===== src/rtl/exe_status_stage.sv =====
// Purpose : EXE back end - NZCV status register, ID condition check against forwarded flags, EXE/MEM register.
// Latency : 1 cycle EXE->MEM and Status_Bits->SR; Cond_Pass is combinational (0 cycles).
// Backpr. : Freeze holds every register; Flush/~Exe_Valid bubble the MEM control bits and block SR writes.
//
// Ports:
//   clk, rst              clock, synchronous active-high reset
//   Freeze, Flush         memory-stage stall / kill of the EXE instruction
//   Exe_Valid, S          EXE holds a real instruction / it sets flags
//   Status_Bits[3:0]      ALU flags {N,Z,C,V}
//   Alu_Res, Val_Rm[31:0] ALU result / store data
//   Dest[3:0]             destination register
//   WB_EN, MEM_R_EN, MEM_W_EN  EXE control bits
//   Cond[3:0]             condition field of the instruction in ID
//   SR[3:0], Carry_Out    architectural flags and registered carry for the ALU
//   Cond_Pass             ID instruction's condition holds
//   *_Mem                 EXE/MEM pipeline register outputs
module exe_status_stage (
   input  logic        clk,
   input  logic        rst,
   input  logic        Freeze,
   input  logic        Flush,
   input  logic        Exe_Valid,
   input  logic        S,
   input  logic [3:0]  Status_Bits,
   input  logic [31:0] Alu_Res,
   input  logic [31:0] Val_Rm,
   input  logic [3:0]  Dest,
   input  logic        WB_EN,
   input  logic        MEM_R_EN,
   input  logic        MEM_W_EN,
   input  logic [3:0]  Cond,
   output logic [3:0]  SR,
   output logic        Carry_Out,
   output logic        Cond_Pass,
   output logic [31:0] Alu_Res_Mem,
   output logic [31:0] Val_Rm_Mem,
   output logic [3:0]  Dest_Mem,
   output logic        WB_EN_Mem,
   output logic        MEM_R_EN_Mem,
   output logic        MEM_W_EN_Mem
);

   logic       sr_we;
   logic [3:0] sr_next;
   logic       n_f, z_f, c_f, v_f;

   assign sr_we   = S & Exe_Valid & ~Flush & ~Freeze;
   assign sr_next = sr_we ? Status_Bits : SR;

   always_ff @(posedge clk) begin
      if (rst) SR <= 4'b0000;
      else     SR <= sr_next;
   end

   // ADC/SBC must see the flags as of instruction start, so no forwarding here.
   assign Carry_Out = SR[1];

   // Condition is judged on the forwarded flags so a flag-setting instruction
   // in EXE conditions its successor in ID without a stall.
   assign n_f = sr_next[3];
   assign z_f = sr_next[2];
   assign c_f = sr_next[1];
   assign v_f = sr_next[0];

   always_comb begin
      Cond_Pass = 1'b0;
      case (Cond)
         4'b0000: Cond_Pass = z_f;
         4'b0001: Cond_Pass = ~z_f;
         4'b0010: Cond_Pass = c_f;
         4'b0011: Cond_Pass = ~c_f;
         4'b0100: Cond_Pass = n_f;
         4'b0101: Cond_Pass = ~n_f;
         4'b0110: Cond_Pass = v_f;
         4'b0111: Cond_Pass = ~v_f;
         4'b1000: Cond_Pass = c_f & ~z_f;
         4'b1001: Cond_Pass = ~c_f | z_f;
         4'b1010: Cond_Pass = (n_f == v_f);
         4'b1011: Cond_Pass = (n_f != v_f);
         4'b1100: Cond_Pass = ~z_f & (n_f == v_f);
         4'b1101: Cond_Pass = z_f | (n_f != v_f);
         4'b1110: Cond_Pass = 1'b1;
         default: Cond_Pass = 1'b0;   // reserved encoding never executes
      endcase
   end

   // EXE/MEM register. A killed or empty slot still carries its data fields;
   // only the control bits are cleared so MEM/WB do nothing with them.
   always_ff @(posedge clk) begin
      if (rst) begin
         Alu_Res_Mem  <= 32'd0;
         Val_Rm_Mem   <= 32'd0;
         Dest_Mem     <= 4'd0;
         WB_EN_Mem    <= 1'b0;
         MEM_R_EN_Mem <= 1'b0;
         MEM_W_EN_Mem <= 1'b0;
      end else if (!Freeze) begin
         Alu_Res_Mem <= Alu_Res;
         Val_Rm_Mem  <= Val_Rm;
         Dest_Mem    <= Dest;
         if (Flush || !Exe_Valid) begin
            WB_EN_Mem    <= 1'b0;
            MEM_R_EN_Mem <= 1'b0;
            MEM_W_EN_Mem <= 1'b0;
         end else begin
            WB_EN_Mem    <= WB_EN;
            MEM_R_EN_Mem <= MEM_R_EN;
            MEM_W_EN_Mem <= MEM_W_EN;
         end
      end
   end

endmodule


===== config.mk =====
export PLATFORM = sky130hd
export DESIGN_NAME = exe_status_stage
export DESIGN_NICKNAME = d
export VERILOG_FILES = /design/src/rtl/exe_status_stage.sv
export SDC_FILE = /design/constraint.sdc
export NUM_CORES = 1
export LEC_CHECK = 0
export BUFFER_PORTS_ARGS = -buffer_cell sky130_fd_sc_hd__clkbuf_2
export CELL_PAD_IN_SITES_DETAIL_PLACEMENT = 0
export CELL_PAD_IN_SITES_GLOBAL_PLACEMENT = 1
export CORE_MARGIN = 1
export CORE_UTILIZATION = 34
export DETAILED_ROUTE_END_ITERATION = 7
export GPL_TIMING_DRIVEN = 0
export PLACE_DENSITY_LB_ADDON = 0.1
export SLEW_MARGIN = 20
export SYNTH_ARGS = -nofsm -noshare
export SYNTH_HDL_FRONTEND = slang
export SYNTH_SLANG_ARGS = --single-unit

===== constraint.sdc =====
create_clock -name clk -period 4 [get_ports clk]
set_input_delay 0.8 -clock clk [delete_from_list [all_inputs] [get_ports clk]]
set_output_delay 0.8 -clock clk [all_outputs]
set_load 0.02 [all_outputs]

==> summary.md, run 1 <==
| Metric | Value |
|---|---|
| Number of cells after detailed placement | `545` |
| Final ANT Viol Nets | `0` |
| Critical path class | `in2out` |
| H-tree level count | `3` |
| Pin count of the biggest net entering global routing | `14` |
| Initial detailed-routing violation count | `55` |
| Mapped Avg Cell Area | `10.09 µm²` |
| Count of buffering cells on the critical path with inverters included | `3` |
| Placeable Area | `8175 µm²` |
| Final routed DRC violation total | `0` |
| Fraction of synthesized cell area taken by the top area cell type | `52.56%` |
| Shortest clock period the worst path allows after layout | `3.142 ns` |
| Number of filler instances in the final layout | `816` |
| Maximum vdd ir drop | `164.8 µV` |
| Clock network latency to the later pin of the worst-skew pair | `0.34 ns` |
| Initial core utilization | `34.94%` |
| Number of max-cap violations | `0` |
| Synthesized instance count | `283` |
| Synthesized flop and latch total | `75` |
| Post-route insts no fill | `561` |
| Unrepaired setup endpoints after global routing | `no` |
| Cell breakdown of the critical path | `clkbuf_2, and4bb_1, buf_4, mux2i_1, xnor2_1, nand2_1, a211o_1, nand4_1, clkbuf_2` |
| Total of cells resized after clock tree synthesis | `0` |
| Status | `complete, no violations` |
| Arrival time at the worst endpoint | `2.34 ns` |
| Final Skew | `0 ns` |
| Setup violations, final | `0` |
| Aggregate routed wire length | `6747 µm` |
| Mapped Area | `2856 µm²` |
| Leakage power figure | `2.084 nW` |
| Worst hold path cell count | `2` |
| Combined area of the multi-input logic cells | `1256 µm²` |
| Root buffer selected by CTS | `sky130_fd_sc_hd__clkbuf_8` |
| Post-synth top area cell | `sky130_fd_sc_hd__dfxtp_1` |
| Least-Margin Pin Slew | `0.6391 ns` |
| Combined flip-flop and latch cell area | `1501 µm²` |
| Inserted Clock Buffers | `9` |
| Most frequent standard cell in the layout excluding fill and tap cells | `sky130_fd_sc_hd__clkbuf_2` |
| Number of antenna violations at the first check in global routing | `0` |
| DR WL/cell | `12.03 µm` |
| Detailed-placement wirelength estimate | `5049 µm` |
| Kind of end point of the critical path | `output port` |
| CP max stage cell | `sky130_fd_sc_hd__a211o_1` |
| Number of I/O pins | `162` |
| Sinks on the clock net | `75` |
| Number of inserted diodes | `0` |
| Count of synthesis-stage warnings from yosys | `0` |
| 1st-pass router iterations | `4` |
| Post-route setup TNS | `0 ns` |
| Routability congestion estimate | `0.7357` |
| Vias per cell | `4.437` |
| Setup slack, reg-to-reg | `3.24 ns` |
| Final period utilization | `78.54%` |
| Biggest fanout along the worst timing path | `7` |
| Hold violation count in the final report | `0` |
| Relative slew slack | `57.40%` |
| Required time reported for the critical path endpoint | `3.20 ns` |
| Dominant cells by area after synthesis | `sky130_fd_sc_hd__dfxtp_1 53%, sky130_fd_sc_hd__mux2i_1 26%, sky130_fd_sc_hd__nor2_1 10%` |
| Final slew viol count | `0` |
| Sequential share of the synthesized area | `52.56%` |
| Y dimension of the die | `93.66 µm` |
| Number of gates on the worst path with buffers counted | `9` |
| Die X | `93.66 µm` |
| Highest achievable clock rate | `0.3183 GHz` |
| Worst reg2reg path depth | `2` |
| P per Cell Area | `416.2 nW/µm²` |
| Syn_nets | `368` |
| Vias after detailed routing | `2489` |
| Critical Path Max Stage Delay | `0.29 ns` |
| Post-layout net count | `536` |
| Distinct cell type count after synthesis | `25` |
| Proportion of layout cells with a drive suffix above 1 | `39.91%` |
| Global-route usage over all layers | `15.60%` |
| Layout overhead on the synthesized area | `39.16%` |
| Global-route wire length before repair | `10540 µm` |
| Input/output buffers | `157` |
| TritonCTS clock tree | `done` |
| Clock edge transition at the registers on the reported setup and hold paths | `0.08 ns` |
| Area of the die | `8772 µm²` |
| Top library cells by usage in the layout, fill and taps aside | `158 x sky130_fd_sc_hd__clkbuf_2, 78 x sky130_fd_sc_hd__nor2_1, 75 x sky130_fd_sc_hd__dfxtp_1` |
| Startpoint types | `input pin` |
| Cell with the most instances on the worst path | `sky130_fd_sc_hd__clkbuf_2` |
| Maximum buffer depth of the clock tree | `2` |
| Hold Path Class | `reg2reg` |
| Post-CTS Setup Inserts | `0` |
| Total gr overflow | `0` |
| Count of hold buffers inserted by post-cts repair | `0` |
| Crit-path leading delay family | `buffers and inverters` |
| Number of global-route vias before repair | `2287` |
| Site Rows | `33` |
## per-stage QoR
stage	hold slack, ns	power, mW	worst slack (ns)	cell area, µm²	util, %
floorplan	0.5902	0.9836	1.108	2856	-
global placement	0.4702	1.084	0.8363	3774	46.16
detailed placement	0.4811	1.087	0.8383	3774	46.16
CTS	0.5005	1.684	0.8382	3975	48.62
global route	0.5259	1.744	0.7271	3975	48.62
finish	0.4938	1.655	0.8584	3975	48.62
## worst register-to-register path: stages (launching register included)
cell                      delay, ns
sky130_fd_sc_hd__dfxtp_1       0.32
sky130_fd_sc_hd__mux2i_1       0.26
sky130_fd_sc_hd__nor2_1        0.07
## path summary, 6_finish.rpt
check,start,endpoint
min reg2reg,Alu_Res_Mem[14],Alu_Res_Mem[14]
max,Flush,Cond_Pass
min,Alu_Res_Mem[14],Alu_Res_Mem[14]
max reg2reg,SR[2],SR[2]
## routing by layer
layer,vias up,GRT usage [%],routed length [µm]
met5,-,0,0
met4,0,7.308,75
met3,7,4.854,543
met2,81,25.80,3214
met1,1122,18.38,2914
li1,1279,-,-
## cell families after synthesis
kind of cell / share of synthesized area, %
simple gates: 14.50
mux: 26.32
flops: 52.56
buf+inv: 3.460
compound gates: 1.927
xor+xnor: 1.226
## cells in the mapped netlist
library cell and count:
sky130_fd_sc_hd__a211o_1 1, sky130_fd_sc_hd__buf_2 6, sky130_fd_sc_hd__o32ai_1 1, sky130_fd_sc_hd__nor2b_1 2, sky130_fd_sc_hd__clkbuf_2 1, sky130_fd_sc_hd__nand4_1 3
sky130_fd_sc_hd__nand4b_1 1, sky130_fd_sc_hd__nand2_1 6, sky130_fd_sc_hd__nand3_1 1, sky130_fd_sc_hd__nor2_1 78, sky130_fd_sc_hd__dfxtp_1 75, sky130_fd_sc_hd__nand3b_1 2
sky130_fd_sc_hd__xnor2_1 4, sky130_fd_sc_hd__and3b_1 1, sky130_fd_sc_hd__inv_1 1, sky130_fd_sc_hd__and4bb_1 1, sky130_fd_sc_hd__o21ai_1 1, sky130_fd_sc_hd__nor3b_1 1
sky130_fd_sc_hd__mux2i_1 74, sky130_fd_sc_hd__mux2_1 1, sky130_fd_sc_hd__clkbuf_1 12, sky130_fd_sc_hd__a21oi_1 5, sky130_fd_sc_hd__buf_4 2, sky130_fd_sc_hd__nor3_1 2
sky130_fd_sc_hd__a22oi_1 1
## area by class of cell
type | instances | area share (%)
clock inverters | 6 | 1.605
multi-input cells | 186 | 31.60
flip-flops and latches | 75 | 37.77
plain buffers | 21 | 2.392
well taps | 105 | 3.305
repair buffers | 157 | 19.77
inverters | 1 | 0.09443
clock buffers | 10 | 3.462
## registers in the layout, summed over array words and instances (netlist names)
| name | cells |
|---|---|
| WB_EN_Mem | 1 |
| MEM_W_EN_Mem | 1 |
| SR | 4 |
| Dest_Mem | 4 |
| Alu_Res_Mem | 32 |
| Val_Rm_Mem | 32 |
| MEM_R_EN_Mem | 1 |
## power by group
part / internal [mW] / switching [mW]
clock network: 0.305 / 0.283
logic: 0.111 / 0.147
registers: 0.788 / 0.0205
(Power assumes the default switching activity.)
==> run 2, diff against run 1 <==
--- a/config.mk
+++ b/config.mk
@@ -9,7 +9,7 @@
 export CELL_PAD_IN_SITES_DETAIL_PLACEMENT = 0
 export CELL_PAD_IN_SITES_GLOBAL_PLACEMENT = 1
 export CORE_MARGIN = 1
-export CORE_UTILIZATION = 34
+export CORE_UTILIZATION = 28
 export DETAILED_ROUTE_END_ITERATION = 7
 export GPL_TIMING_DRIVEN = 0
 export PLACE_DENSITY_LB_ADDON = 0.1
==> constraint.sdc (replaced) <==
create_clock -name clk -period 2.8 [get_ports clk]
set_input_delay 0.56 -clock clk [delete_from_list [all_inputs] [get_ports clk]]
set_output_delay 0.56 -clock clk [all_outputs]
set_load 0.02 [all_outputs]
==> run 2 against run 1 <==
Net effect: final area rose by 0.98%; wire length rose by 6.5%; die area increased by 21%; sequential power grew 43%; largest power group unchanged.
==> summary.md, run 2 (synthesis gave the netlist of run 1 again) <==
| Metric | Value |
|---|---|
| Count of buffering cells on the critical path with inverters included | `3 (unchanged)` |
| Shortest clock period the worst path allows after layout | `2.659 ns` |
| Site Rows | `36 (was 33)` |
| Global-route usage over all layers | `13.38% (was 15.60%)` |
| Min setup slack post-route | `0.1406 ns (was 0.8584 ns)` |
| Layout overhead on the synthesized area | `40.52% (was 39.16%)` |
| Worst hold path cell count | `3 (was 2)` |
| Hold Path Class | `in2reg (was reg2reg)` |
| Dpl cell area | `3809 µm² (was 3774 µm²)` |
| Total of cells resized after clock tree synthesis | `0 (unchanged)` |
| Arrival time at the worst endpoint | `2.10 ns (was 2.34 ns)` |
| Final period utilization | `94.98%` |
| Post-route setup TNS | `0 ns (unchanged)` |
| Pwr Total | `2.261 mW (was 1.655 mW)` |
| Routability congestion estimate | `0.7011 (was 0.7357)` |
| Crit-path leading delay family | `buffers and inverters (unchanged)` |
| Maximum buffer depth of the clock tree | `2 (unchanged)` |
| Total gr overflow | `0 (unchanged)` |
| Worst reg2reg path depth | `2 (unchanged)` |
| CP max stage cell | `sky130_fd_sc_hd__a211o_1 (unchanged)` |
| Post-route insts no fill | `589 (was 561)` |
| Highest achievable clock rate | `0.3760 GHz` |
| Initial detailed-routing violation count | `58 (was 55)` |
| Detailed-placement wirelength estimate | `5363 µm (was 5049 µm)` |
| Hold violation count in the final report | `0 (unchanged)` |
| H-tree level count | `3 (unchanged)` |
| Die X | `103.0 µm (was 93.66 µm)` |
| Core utilization of the finished layout | `40.88% (was 48.62%)` |
| Initial core utilization | `29.09% (was 34.94%)` |
| Number of max-cap violations | `0 (unchanged)` |
| Required time reported for the critical path endpoint | `2.24 ns (was 3.20 ns)` |
| Final slew viol count | `0 (unchanged)` |
| Count of hold buffers inserted by post-cts repair | `0 (unchanged)` |
| Biggest fanout along the worst timing path | `7 (unchanged)` |
| Number of cells after detailed placement | `573 (was 545)` |
| Kind of end point of the critical path | `output port (unchanged)` |
| Relative slew slack | `54.61% (was 57.40%)` |
| Vias after detailed routing | `2505 (was 2489)` |
| Placeable Area | `9819 µm² (was 8175 µm²)` |
| Combinational share of power | `16.6% (was 15.6%)` |
| Global-route wire length before repair | `10750 µm (was 10540 µm)` |
| Vias per cell | `4.253 (was 4.437)` |
| Least-Margin Pin Slew | `0.6808 ns (was 0.6391 ns)` |
| Place WS | `0.09677 ns (was 0.8383 ns)` |
| Startpoint types | `input pin (unchanged)` |
| Post-CTS Setup Inserts | `0 (unchanged)` |
| Aggregate routed wire length | `7183 µm (was 6747 µm)` |
| P per Cell Area | `563.2 nW/µm² (was 416.2 nW/µm²)` |
| Clock network latency to the later pin of the worst-skew pair | `0.34 ns (about the same)` |
| Clock network fraction of total power | `32.3% (was 35.5%)` |
| Final ANT Viol Nets | `0 (unchanged)` |
| Setup violations, final | `0 (unchanged)` |
| Unrepaired setup endpoints after global routing | `no (unchanged)` |
| Root buffer selected by CTS | `sky130_fd_sc_hd__clkbuf_8 (unchanged)` |
| Pin count of the biggest net entering global routing | `14 (unchanged)` |
| Switching share of power | `28.85% (was 27.22%)` |
| Input/output buffers | `157 (unchanged)` |
| Post-layout net count | `536 (unchanged)` |
| Most frequent standard cell in the layout excluding fill and tap cells | `sky130_fd_sc_hd__clkbuf_2 (unchanged)` |
| Largest registers in the final layout | `Alu_Res_Mem x32, Val_Rm_Mem x32 (unchanged)` |
| Area of the die | `10610 µm² (was 8772 µm²)` |
| Final Skew | `0 ns (unchanged)` |
| Clock edge transition at the registers on the reported setup and hold paths | `0.08 ns (about the same)` |
| Number of inserted diodes | `0 (unchanged)` |
| Proportion of power drawn by flip-flops and latches | `51.1% (was 48.9%)` |
| Number of antenna violations at the first check in global routing | `0 (unchanged)` |
| Sinks on the clock net | `75 (unchanged)` |
| 1st-pass router iterations | `4 (unchanged)` |
| Inserted Clock Buffers | `9 (unchanged)` |
| Final routed DRC violation total | `0 (unchanged)` |
| Critical Path Max Stage Delay | `0.30 ns (was 0.29 ns)` |
| TritonCTS clock tree | `done (unchanged)` |
| Number of I/O pins | `162 (unchanged)` |
| Top library cells by usage in the layout, fill and taps aside | `157 x sky130_fd_sc_hd__clkbuf_2, 78 x sky130_fd_sc_hd__nor2_1, 75 x sky130_fd_sc_hd__dfxtp_1 (was 158 x sky130_fd_sc_hd__clkbuf_2, 78 x sky130_fd_sc_hd__nor2_1, 75 x sky130_fd_sc_hd__dfxtp_1)` |
| Critical path class | `in2out (unchanged)` |
| Status | `complete, no violations (unchanged)` |
| Cell breakdown of the critical path | `clkbuf_2, and4bb_1, buf_6, mux2i_4, xnor2_1, nand2_1, a211o_1, nand4_1, buf_2 (was clkbuf_2, and4bb_1, buf_4, mux2i_1, xnor2_1, nand2_1, a211o_1, nand4_1, clkbuf_2)` |
| Maximum vdd ir drop | `252.5 µV (was 164.8 µV)` |
| Number of filler instances in the final layout | `1053 (was 816)` |
| P_int | `1.608 mW (was 1.204 mW)` |
| Finished Cell Area | `4014 µm² (was 3975 µm²)` |
| Net switching power | `0.6523 mW (was 0.4503 mW)` |
| Leakage power figure | `2.075 nW (was 2.084 nW)` |
| Proportion of layout cells with a drive suffix above 1 | `40.57% (was 39.91%)` |
| Y dimension of the die | `103.0 µm (was 93.66 µm)` |
| Final hold slack | `0.4428 ns (was 0.4938 ns)` |
| DR WL/cell | `12.20 µm (was 12.03 µm)` |
| Number of global-route vias before repair | `2291 (was 2287)` |
| Number of gates on the worst path with buffers counted | `9 (unchanged)` |
run 2: per-layer routing:
metal	part of all wire (%)	GRT usage (%)
met1	45	16.43
met2	46	20.87
met3	8.0	4.678
met4	1.1	6.501
met5	0	0
run 2: power groups by stage:
stage	clock (mW)	sequential (mW)	combinational, mW
4_1_cts	0.775	1.16	0.378
2_1_floorplan	0	1.25	0.152
5_1_grt	0.828	1.16	0.413
3_3_place_gp	0	1.18	0.374
3_5_place_dp	0	1.18	0.376
6_report	0.731	1.16	0.374
run 2: final cells by class:
class,instances,area (µm²),area share [%]
Buffer,21,98.84,2.463
Clock inverter,6,42.54,1.060
Timing Repair Buffer,157,785.8,19.58
Clock buffer,10,127.6,3.180
Tap cell,133,166.4,4.146
Inverter,1,3.754,0.09352
Multi-Input combinational cell,186,1287,32.08
Sequential cell,75,1501,37.41
run 2: tightest hold or removal path, cell delays in order:
cell and delay (ns):
sky130_fd_sc_hd__clkbuf_2 0.08, sky130_fd_sc_hd__mux2i_1 0.05, sky130_fd_sc_hd__nor2_1 0.07
run 2: worst paths after layout:
kind	end	from	slack (ns)
min reg2reg	Alu_Res_Mem[16]	Alu_Res_Mem[16]	0.49
min	Alu_Res_Mem[3]	Alu_Res[3]	0.44
max reg2reg	SR[2]	SR[2]	2.01
max	Cond_Pass	Freeze	0.14
